$ cat src/rtl/shift_chain_pkg.sv
// Shared types and defaults for the shift-chain controller.
// The shift_chain_ctrl bit order is selected by SHIFT_CHAIN_CTRL_LSB_FIRST_EN
// (defined: LSB first, undefined: MSB first).
package shift_chain_pkg;

  // Controller states
  typedef enum logic [1:0] {
    IDLE  = 2'd0,
    SHIFT = 2'd1,
    DONE  = 2'd2
  } state_t;

  localparam int DEFAULT_WIDTH     = 8;
  localparam int DEFAULT_SHIFT_DIV = 4;

  // Bits needed to count 0..w inclusive, so a full transfer never wraps
  function automatic int cnt_width(input int w);
    return $clog2(w + 1);
  endfunction

endpackage

$ cat src/rtl/shift_chain_tick.sv
// Bit-rate divider: counts 0..SHIFT_DIV-1 while enabled and flags the last
// cycle of each bit period as the shift strobe.
module shift_chain_tick
  import shift_chain_pkg::*;
#(
  parameter int SHIFT_DIV = DEFAULT_SHIFT_DIV
) (
  input  logic clk,
  input  logic rst_n,
  input  logic clr,
  input  logic en,
  output logic tick
);

  localparam int DIV_W = (SHIFT_DIV > 1) ? $clog2(SHIFT_DIV) : 1;
  localparam logic [DIV_W-1:0] DIV_LAST = DIV_W'(SHIFT_DIV - 1);

  logic [DIV_W-1:0] div_cnt;

  // Divider counter: cleared on a new transfer, wraps at the end of each bit
  always_ff @(posedge clk) begin
    // NOTE: reset is synchronous here, so it sits inside the clocked block and
    // is not in the sensitivity list.
    if (!rst_n) begin
      div_cnt <= '0;
    end else if (clr) begin
      div_cnt <= '0;
    end else if (en) begin
      if (div_cnt == DIV_LAST) div_cnt <= '0;
      else                     div_cnt <= div_cnt + DIV_W'(1);
    end
  end

  // NOTE: the strobe is a decode of registered state (counter and enable),
  // so it is glitch-free in practice and lands in the same cycle the counter
  // reaches its last value; registering it again would cost one cycle.
  assign tick = en && (div_cnt == DIV_LAST);

endmodule

$ cat src/rtl/shift_chain_ctrl.sv
// Serial shift-chain controller: loads a word, clocks it out on so one bit
// per SHIFT_DIV cycles while capturing si, then reports the captured word.
// Bit order: define SHIFT_CHAIN_CTRL_LSB_FIRST_EN for LSB first; the default
// build shifts MSB first.
module shift_chain_ctrl
  import shift_chain_pkg::*;
#(
  parameter int WIDTH     = DEFAULT_WIDTH,
  parameter int SHIFT_DIV = DEFAULT_SHIFT_DIV
) (
  input  logic             clk,
  input  logic             rst_n,
  input  logic             start,
  input  logic [WIDTH-1:0] tx_data,
  input  logic             si,
  output logic             so,
  output logic             sclk_en,
  output logic             busy,
  output logic             done,
  output logic [WIDTH-1:0] rx_data
);

  localparam int CNT_W = cnt_width(WIDTH);
  localparam logic [CNT_W-1:0] LAST_BIT = CNT_W'(WIDTH - 1);

`ifdef SHIFT_CHAIN_CTRL_LSB_FIRST_EN
  localparam int OUT_BIT = 0;
`else
  localparam int OUT_BIT = WIDTH - 1;
`endif

  state_t           state;
  logic [WIDTH-1:0] sreg;
  logic [WIDTH-1:0] sreg_shifted;
  logic [CNT_W-1:0] bit_cnt;
  logic             accept;
  logic             shifting;
  logic             tick;

  assign accept   = (state == IDLE) && start;
  assign shifting = (state == SHIFT);

  // Register contents after one shift, with si entering at the vacated end
`ifdef SHIFT_CHAIN_CTRL_LSB_FIRST_EN
  assign sreg_shifted = {si, sreg[WIDTH-1:1]};
`else
  assign sreg_shifted = {sreg[WIDTH-2:0], si};
`endif

  shift_chain_tick #(
    .SHIFT_DIV (SHIFT_DIV)
  ) u_tick (
    .clk   (clk),
    .rst_n (rst_n),
    .clr   (accept),
    .en    (shifting),
    .tick  (tick)
  );

  assign sclk_en = tick;

  // Transfer FSM and data path; so, busy, done and rx_data are registered
  always_ff @(posedge clk) begin
    // NOTE: every state element here uses non-blocking assignment so all of
    // them see the pre-edge values of each other, whatever the statement order.
    if (!rst_n) begin
      state   <= IDLE;
      sreg    <= '0;
      bit_cnt <= '0;
      rx_data <= '0;
      so      <= 1'b0;
      busy    <= 1'b0;
      done    <= 1'b0;
    end else begin
      case (state)
        IDLE: begin
          done <= 1'b0;
          if (start) begin
            sreg    <= tx_data;
            bit_cnt <= '0;
            so      <= tx_data[OUT_BIT];
            busy    <= 1'b1;
            state   <= SHIFT;
          end
        end

        SHIFT: begin
          if (tick) begin
            sreg    <= sreg_shifted;
            bit_cnt <= bit_cnt + CNT_W'(1);
            if (bit_cnt == LAST_BIT) begin
              // Last bit: the captured word is complete with this shift
              rx_data <= sreg_shifted;
              done    <= 1'b1;
              so      <= 1'b0;
              state   <= DONE;
            end else begin
              so <= sreg_shifted[OUT_BIT];
            end
          end
        end

        DONE: begin
          done  <= 1'b0;
          busy  <= 1'b0;
          state <= IDLE;
        end

        default: begin
          done  <= 1'b0;
          busy  <= 1'b0;
          so    <= 1'b0;
          state <= IDLE;
        end
      endcase
    end
  end

endmodule

$ cat config.mk
export PLATFORM = sky130hd
export DESIGN_NAME = shift_chain_ctrl
export DESIGN_NICKNAME = d
export VERILOG_FILES = /design/src/rtl/shift_chain_pkg.sv /design/src/rtl/shift_chain_tick.sv /design/src/rtl/shift_chain_ctrl.sv
export SDC_FILE = /design/constraint.sdc
export NUM_CORES = 1
export LEC_CHECK = 0
export BUFFER_PORTS_ARGS = -buffer_cell sky130_fd_sc_hd__clkbuf_2
export CAP_MARGIN = 10
export CORE_MARGIN = 2
export CORE_UTILIZATION = 30
export CTS_CLUSTER_DIAMETER = 80
export DETAILED_ROUTE_END_ITERATION = 12
export MAX_ROUTING_LAYER = met4
export PLACE_DENSITY = 0.5
export SYNTH_ARGS = -nofsm -noshare
export SYNTH_HDL_FRONTEND = slang
export SYNTH_HIERARCHICAL = 1
export SYNTH_SLANG_ARGS = --single-unit
$ cat constraint.sdc
create_clock -name clk -period 2 [get_ports clk]
set_input_delay 0.1 -clock clk [delete_from_list [all_inputs] [get_ports clk]]
set_output_delay 0.1 -clock clk [all_outputs]
set_load 0.05 [all_outputs]
Word level (Yosys, flattened, before mapping)
Index checks and enable logic that the tools add are counted.
Widths: inputs -> output; s select.
Word-level totals
  register bits after elaboration: 26
  logic and storage cells: 49
Cells by class
  add/subtract/negate cells: 2
  equal/unequal tests: 7
  mux-type cells: 17
  bitwise operators: 3
  reduce and logical (&&, ||, !) cells: 12
Operator list (number)
  $mux 7: 2
  $pmux 7 s2: 1
  $reduce_and 3->1: 4
  $mux 2: 4
  $mux 4: 2
  $pmux 4 s2: 1
  $ne 2x2->1 const B: 3
  $reduce_and 2->1: 3
  $add 4x1->4 const B: 1
  $eq 2x2->1 const B: 2
  $eq 4x3->1 const B: 1
  $mux 1: 4
  $pmux 2 s2: 1
  $not 1->1: 3
  $pmux 1 s3: 1
  $add 2x1->2 const B: 1
  $eq 2x1->1 const B: 1
  $logic_and 1x1->1: 2
  $logic_not 2->1: 1
  $pmux 1 s2: 1
  $reduce_bool 2->1: 1
  $reduce_or 2->1: 1

Logic depth before layout (Yosys ltp)
Gate-level depths: netlist (run 1).
  depth in word-level cells: 4
  gate-level depth with buffers: 7
  mapped depth without buffers: 5

By module
Netlist (run 1), hierarchy kept.
Modules (own cells, without submodules)
  shift_chain_ctrl: times used 1, cells each 109, area each 1056.0 um2, seq. area each 480.5 um2
  shift_chain_tick: times used 1, cells each 10, area each 102.6 um2, seq. area each 40.0 um2

Worst setup path before layout (run 1)
No wires, ideal clock.
  path kind: reg-to-reg
  start: register state[1]
  end: register rx_data[0]
  data arrival time: 2.186 ns
  setup slack: -0.258 ns
  cell stages (with the launch flop): 8
  clock period less this slack: 2.258 ns
  path through: dfxtp_1 > buf_2 > nor2b_1 > and2_1 > nand4b_1 > nor3b_1 > buf_2 > mux2i_1
On the way
  word-level cells in the longest chain between the ends: 3
Ends and longest elaborated chain
  start: declaration: line shift_chain_ctrl.sv:32  | state_t state;
  start signal: assignment: line shift_chain_ctrl.sv:67  | state <= IDLE;
  start signal: assignment: line shift_chain_ctrl.sv:83  | state <= SHIFT;
  start signal: assignment: line shift_chain_ctrl.sv:96  | state <= DONE;
  $eq 2x1->1: line shift_chain_ctrl.sv:41  | assign shifting = (state == SHIFT);
  via shifting: line shift_chain_ctrl.sv:37  | logic shifting;
  $logic_and 1x1->1: line shift_chain_tick.sv:37  | assign tick = en && (div_cnt == DIV_LAST);
  via sclk_en: line shift_chain_ctrl.sv:17  | output logic sclk_en,
  $reduce_and 3->1 (no line)
  end signal: assignment: line shift_chain_ctrl.sv:93  | rx_data <= sreg_shifted;
  end: declaration: line shift_chain_ctrl.sv:20  | output logic [WIDTH-1:0] rx_data
The timed path passes the listed nets, and every way through them passes these cells.
A chain may end at the register's enable or synchronous reset.

Worst setup path in the final report (run 1)
  start: register state[1]
  end: register sreg[0]
On the way
  word-level cells in the longest chain between the ends: 4
  elaborated cells on any way between the ends: 8
Ends and longest elaborated chain
  $eq 2x1->1 *: line shift_chain_ctrl.sv:41
  via shifting: line shift_chain_ctrl.sv:37
  $logic_and 1x1->1: line shift_chain_tick.sv:37
  $ne 2x2->1 (no line)
  $reduce_and 3->1 (no line)
  end signal: assignment: line shift_chain_ctrl.sv:79  | sreg <= tx_data;
  end signal: assignment: line shift_chain_ctrl.sv:89  | sreg <= sreg_shifted;
  end: declaration: line shift_chain_ctrl.sv:33  | logic [WIDTH-1:0] sreg;
The timed path passes the listed nets; every way through them passes the cells marked *.

==> impl_results.md, run 1 <==
* R2R depth at 5
* Diodes inserted at 0
* Remaining DRCs at 0
* Syn_nets at 133
* Switching Fraction at 0.241
* Routed WL per cell at 13.1 um
* Flop pwr share at 0.549
* # resized after CTS at 0
* Hold_buf cts at 0
* Static leakage at 0.000536 uW
* Clock Power Share at 0.340
* Top cells by count, synth: dfxtp_1 (26), nand2_1 (20), mux2i_1 (10)
* Core area at 3690 sq um
* Final Power at 1000 uW
* Synth top area share at 0.449
* Comb pwr share at 0.112
* P&R area growth vs syn at 18.9%
* Vias at 941
* Layout cell share with drive strength beyond 1 at 0.252
* Post-synth top area cell: dfxtp_1
* Min-delay src: si
* Internal power at 760 uW
* Post-synthesis sequential area ratio at 0.449
* Slowest Stage Delay on Critical Path at 380 ps
* Final WL at 2510 um
* Synth area leaders: dfxtp_1 (45%), mux2i_1 (8.6%), o221a_1 (6.8%)
* CP Max Fanout at 9
* # port buffers at 23
* Initial Util at 0.314
* Tightest Pin Transition at 593 ps
* Maximum clock rate at 602 MHz
* Critical setup path kind: reg -> reg
* Pwr dens at 728 nW/um^2
* Most used DFF post-synth: dfxtp_1
* Worst hold path depth at 3
* Capturing point of the worst reg2reg path: sreg[0]$_SDFFE_PN0P_
* CP cell instances: nor2b_1 > and2_4 > nand3b_1 > o221a_1 > o21a_1
* CTS sink count at 26
* Worst R2R Setup Slack at 340 ps
* FP Rows at 22
* Routability cong. at 0.759
* Crit start category: flip-flop
* Mean Syn Cell Area at 9.74 sq um
* Area of the multi-input gates at 586 sq um
* Max_cap viols at 0
* Root Driver: clkbuf_8
* Area of placed instances at 1320 sq um
* Post-route setup TNS at 0 ps
* Via density per instance at 4.93
* Clock transition at path regs at 90 ps
* H-tree Lvls at 1
* Worst skew pair latency at 270 ps
* Routed Antenna Nets at 0
* Asr flop ratio synth at 0
* Ports at 24
* Detailed Routing Iterations Pass 1 at 4
* Critical-path top delay cell: dfxtp_1
* Final Hold Vio Count at 0
* Arrival time worst endpoint at 1830 ps
* Period minus WS final at 1660 ps
* Count of final setup violators at 0
* Final slew viol count at 0
* Post-route cell area at 1380 sq um
* Synth Warn # at 6
* Dpl hpwl at 1730 um
* CTS Buf Count at 3
* CTS tree: yes
* Unique masters post-synth at 34
* CP Capture Point: sreg[0]$_SDFFE_PN0P_
* Sw Pwr at 242 uW
* Gr usage total at 0.136
* Status: finished, final reports clean
* Hold Crit Class: in -> reg
* Die Ht at 66.1 um
* Initial antenna violation count at 0
* Clock Path Buffers at 2
* RSZ-0062 raised after global routing: false
* Post-synthesis cell count at 119
* Fillers at 381
* Register Area at 520 sq um
* EDFF count, synth at 0
* Final worst path period share at 0.830
* Cell with the most instances after synthesis: dfxtp_1
* Worst Setup SP: state[1]$_SDFFE_PN0P_
* Die Footprint at 4380 sq um
* Vias in the first global route at 903
* Synth Register Bits at 26
* Die X at 66.1 um
* Slew Limit Headroom at 0.605
* Fin nets at 158
* Setup crit end kind: flip-flop
* Clock Skew at 3.62 ps
* Post-synthesis cell area at 1160 sq um
* Iteration-0 DRC Markers at 57
* First-pass GRT wire length at 4380 um
* Data required, critical path at 2170 ps
* Peak supply drop at 0.406 mV
* Gr ovfl total at 0
* Largest net degree at the start of global routing at 33
* Post-CTS setup buffers at 0
* RR Startpoint: state[1]$_SDFFE_PN0P_
[layout by cell type (no fill, tap or decap), types with 2 or more instances in the layout]
master    count
ha_1          2
mux2i_1      10
o21ai_0       2
nor2_1        2
clkbuf_2     23
nand3_1       2
nand2_1      20
clkbuf_8      4
or3b_1        2
o221a_1       7
nor2b_1       3
a21oi_1       5
dfxtp_1      26
nand2b_1      4
inv_1         2
o21a_1        7
buf_4         4
[critical path: cells and delay by family, from the launching register on]
kind	cells	cell delay (ps)
DFF	1	380
AOI/OAI and AO/OA	2	470
and+or+nand+nor	3	720
[power by group through the flow]
| stage | registers [uW] | logic [uW] | clock network, uW |
|---|---|---|---|
| 2_1_floorplan | 572 | 72.1 | 0 |
| 3_3_place_gp | 562 | 111 | 0 |
| 3_5_place_dp | 562 | 113 | 0 |
| 4_1_cts | 550 | 114 | 353 |
| 5_1_grt | 553 | 125 | 385 |
| 6_report | 550 | 112 | 341 |
[flip-flops by register name (all words and copies together), names as in the netlist]
register	cells
bit_cnt	4
busy	1
done	1
rx_data	8
so	1
sreg	7
state	2
u_tick/div_cnt	2
[worst min path at each step]
stage	to	slack, ps
2_1_floorplan	rx_data[0]$_SDFFE_PN0P_	240
3_3_place_gp	rx_data[0]$_SDFFE_PN0P_	350
3_5_place_dp	rx_data[0]$_SDFFE_PN0P_	360
4_1_cts	rx_data[0]$_SDFFE_PN0P_	60
5_1_grt	rx_data[0]$_SDFFE_PN0P_	60
6_report	rx_data[0]$_SDFFE_PN0P_	70
[layout make-up]
| cell class | count | share of cell area |
|---|---|---|
| inverter | 3 | 0.00817 |
| tap | 48 | 0.0436 |
| clock buffer | 4 | 0.0400 |
| timing repair buffer | 27 | 0.105 |
| sequential | 26 | 0.378 |
| multi-input combinational | 83 | 0.425 |
[routing by layer]
layer / routed length (um) / vias up / track usage
met5: 0 / - / -
met4: 17 / 0 / 0.0561
met3: 114 / 2 / 0.0290
met2: 1200 / 17 / 0.213
met1: 1170 / 452 / 0.171
li1: - / 470 / -
[kinds of logic (layout without fill, tap and decap cells)]
group	Yosys count	after routing	share of synthesized area
muxes	11	11	0.0983
buffers and inverters	10	34	0.0475
xor gates and xnor gates	1	1	0.00756
AOI/OAI and AO/OA	27	27	0.186
adders and majority gates	2	2	0.0216
and+or+nand+nor	42	42	0.190
DFF	26	26	0.449
[through the flow]
stage	setup slack [ps]	utilization	hold slack, ps	std cells
2_1_floorplan	32.3	-	242	119
3_3_place_gp	387	0.359	350	187
3_5_place_dp	344	0.359	355	187
4_1_cts	317	0.373	60.9	191
5_1_grt	201	0.373	59.9	191
6_report	339	0.373	65.8	191
Power figures use the tool's default switching activity.
==> run 2: changes to the inputs <==
Clock period 2 ns to 1.5 ns, I/O delays scaled along.
==> impl_results.md, run 2 (synthesis gave the netlist of run 1 again) <==
* Routed WL per cell at 12.6 um (was 13.1 um)
* First-pass GRT wire length at 4250 um (was 4380 um)
* Detailed Routing Iterations Pass 1 at 4 (unchanged)
* Crit start category: flip-flop (unchanged)
* P&R area growth vs syn at 28.1% (was 18.9%)
* CTS Buf Count at 3 (unchanged)
* # port buffers at 23 (unchanged)
* Vias at 954 (was 941)
* Fillers at 378 (was 381)
* Layout cell share with drive strength beyond 1 at 0.338 (was 0.252)
* Worst R2R Setup Slack at 50 ps (was 340 ps)
* Ports at 24 (unchanged)
* Vias in the first global route at 951 (was 903)
* Largest net degree at the start of global routing at 33 (unchanged)
* Static leakage at 0.000578 uW (was 0.000536 uW)
* CTS sink count at 26 (unchanged)
* Final worst path period share at 0.967 (was 0.830)
* Core area at 3690 sq um (unchanged)
* Dpl ws at -32.2 ps (was 344 ps)
* Critical setup path kind: reg -> reg (unchanged)
* Via density per instance at 4.79 (was 4.93)
* Period minus WS final at 1450 ps (was 1660 ps)
* RSZ-0062 raised after global routing: true (was false)
* Root Driver: clkbuf_8 (unchanged)
* FP Rows at 22 (unchanged)
* Fin nets at 166 (was 158)
* M1 GR Usage at 0.155 (was 0.171)
* Slew Limit Headroom at 0.619 (was 0.605)
* Data required, critical path at 1700 ps (was 2170 ps)
* Clock transition at path regs at 90 ps (about the same)
* Gr ovfl total at 0 (unchanged)
* Switching Fraction at 0.245 (was 0.241)
* Routed Antenna Nets at 0 (unchanged)
* Gr usage total at 0.128 (was 0.136)
* Top Registers: rx_data x8, sreg x7, bit_cnt x4 (unchanged)
* Comb pwr share at 0.123 (was 0.112)
* Final non-filler cell total at 199 (was 191)
* Met2 Use GR at 0.216 (was 0.213)
* Pwr dens at 917 nW/um^2 (was 728 nW/um^2)
* Largest register FFs at 8 (unchanged)
* Diodes inserted at 0 (unchanged)
* Die X at 66.1 um (unchanged)
* Setup crit end kind: flip-flop (unchanged)
* Final WL at 2500 um (was 2510 um)
* Final slew viol count at 0 (unchanged)
* Worst skew pair latency at 270 ps (about the same)
* Tightest Pin Transition at 572 ps (was 593 ps)
* Status: finished, final reports clean (unchanged)
* Remaining DRCs at 0 (unchanged)
* Maximum clock rate at 690 MHz (was 602 MHz)
* Peak supply drop at 0.502 mV (was 0.406 mV)
* Die Footprint at 4380 sq um (unchanged)
* Arrival time worst endpoint at 1650 ps (was 1830 ps)
* Worst hold margin at 48.7 ps (was 65.8 ps)
* Top reg by flops: rx_data (unchanged)
* Clock Path Buffers at 2 (unchanged)
* Flop pwr share at 0.541 (was 0.549)
* Final Power at 1360 uW (was 1000 uW)
* Met3 usage at 0.0324 (was 0.0290)
* Die Ht at 66.1 um (unchanged)
* Gr busiest metal: met2 (unchanged)
* Count of final setup violators at 0 (unchanged)
* H-tree Lvls at 1 (unchanged)
* Final WS setup at 49.8 ps (was 339 ps)
* Internal power at 1030 uW (was 760 uW)
* Clock Power Share at 0.337 (was 0.340)
* Max_cap viols at 0 (unchanged)
* Initial Util at 0.314 (unchanged)
* CP Max Fanout at 6 (was 9)
* Iteration-0 DRC Markers at 43 (was 57)
* Sw Pwr at 333 uW (was 242 uW)
* Clock Skew at 2.89 ps (was 3.62 ps)
* Final Hold Vio Count at 0 (unchanged)
* Commonest cells after routing, fill and taps aside: dfxtp_1 (23), clkbuf_2 (23), nand2_1 (20), buf_4 (12), mux2i_1 (10) (was dfxtp_1 (26), clkbuf_2 (23), nand2_1 (20), mux2i_1 (10))
* Initial antenna violation count at 0 (unchanged)
* Hold Crit Class: in -> reg (unchanged)
* Routability cong. at 0.774 (was 0.759)
* CTS tree: yes (unchanged)
* Dpl hpwl at 1760 um (was 1730 um)
* Placed cell count at 192 (was 187)
run 2: cell types whose count changed in the layout (fill, tap and decap cells not counted), sizes merged:
cell / change
buf: +8
run 2: metrics by stage:
stage | area [sq um] | TNS, ps | utilization
after floorplan | 1190 | -2550 | -
after global placement | 1380 | -3.88 | 0.373
after detailed placement | 1380 | -131 | 0.373
after CTS | 1450 | 0 | 0.392
after global routing | 1480 | -745 | 0.402
final | 1480 | 0 | 0.402
run 2: per-layer routing:
metal  vias to the layer above  part of all wire
met4                         0            0.0076
met5                         -                 0
met3                         2             0.043
met2                        17              0.48
li1                        490                 -
met1                       445              0.47
run 2: worst paths after layout:
path,end,depth (start not counted),start
worst max-delay path,rx_data[7]$_SDFFE_PN0P_,6,u_tick/div_cnt[0]$_SDFFE_PP0P_
worst min-delay path,rx_data[0]$_SDFFE_PN0P_,3,si
worst max register to register,rx_data[7]$_SDFFE_PN0P_,6,u_tick/div_cnt[0]$_SDFFE_PP0P_
worst min register to register,done$_SDFFE_PN0P_,2,done$_SDFFE_PN0P_
run 2: cell type report:
class	count	area, sq um	share of cell area
sequential	26	524	0.353
tap	48	60.1	0.0405
clock buffer	4	55.1	0.0371
multi-input combinational	83	628	0.423
inverter	3	11.3	0.00759
timing repair buffer	35	205	0.138
run 2: power groups by stage:
stage / Sequential (uW) / Combinational [uW] / Clock [uW]
after CTS: 735 / 161 / 465
after global placement: 749 / 158 / 0
after floorplan: 763 / 101 / 0
after detailed placement: 750 / 161 / 0
final: 736 / 167 / 459
after global routing: 740 / 183 / 495
run 2: timing repair:
action                     4_1_cts  5_1_grt
hold endpoints to repair         0        0
setup buffers                    1        2
hold buffers                     0        0
gates resized for setup          3        4
setup endpoints to repair        8       10
gates cloned                     0        0
pin swaps                        1        2
run 2: critical path, cell delays in order (launching register included):
cell and delay [ps]:
dfxtp_2 360, ha_4 130, and2_4 160, nand4b_1 140, nor3b_2 220, buf_4 180
mux2i_1 190
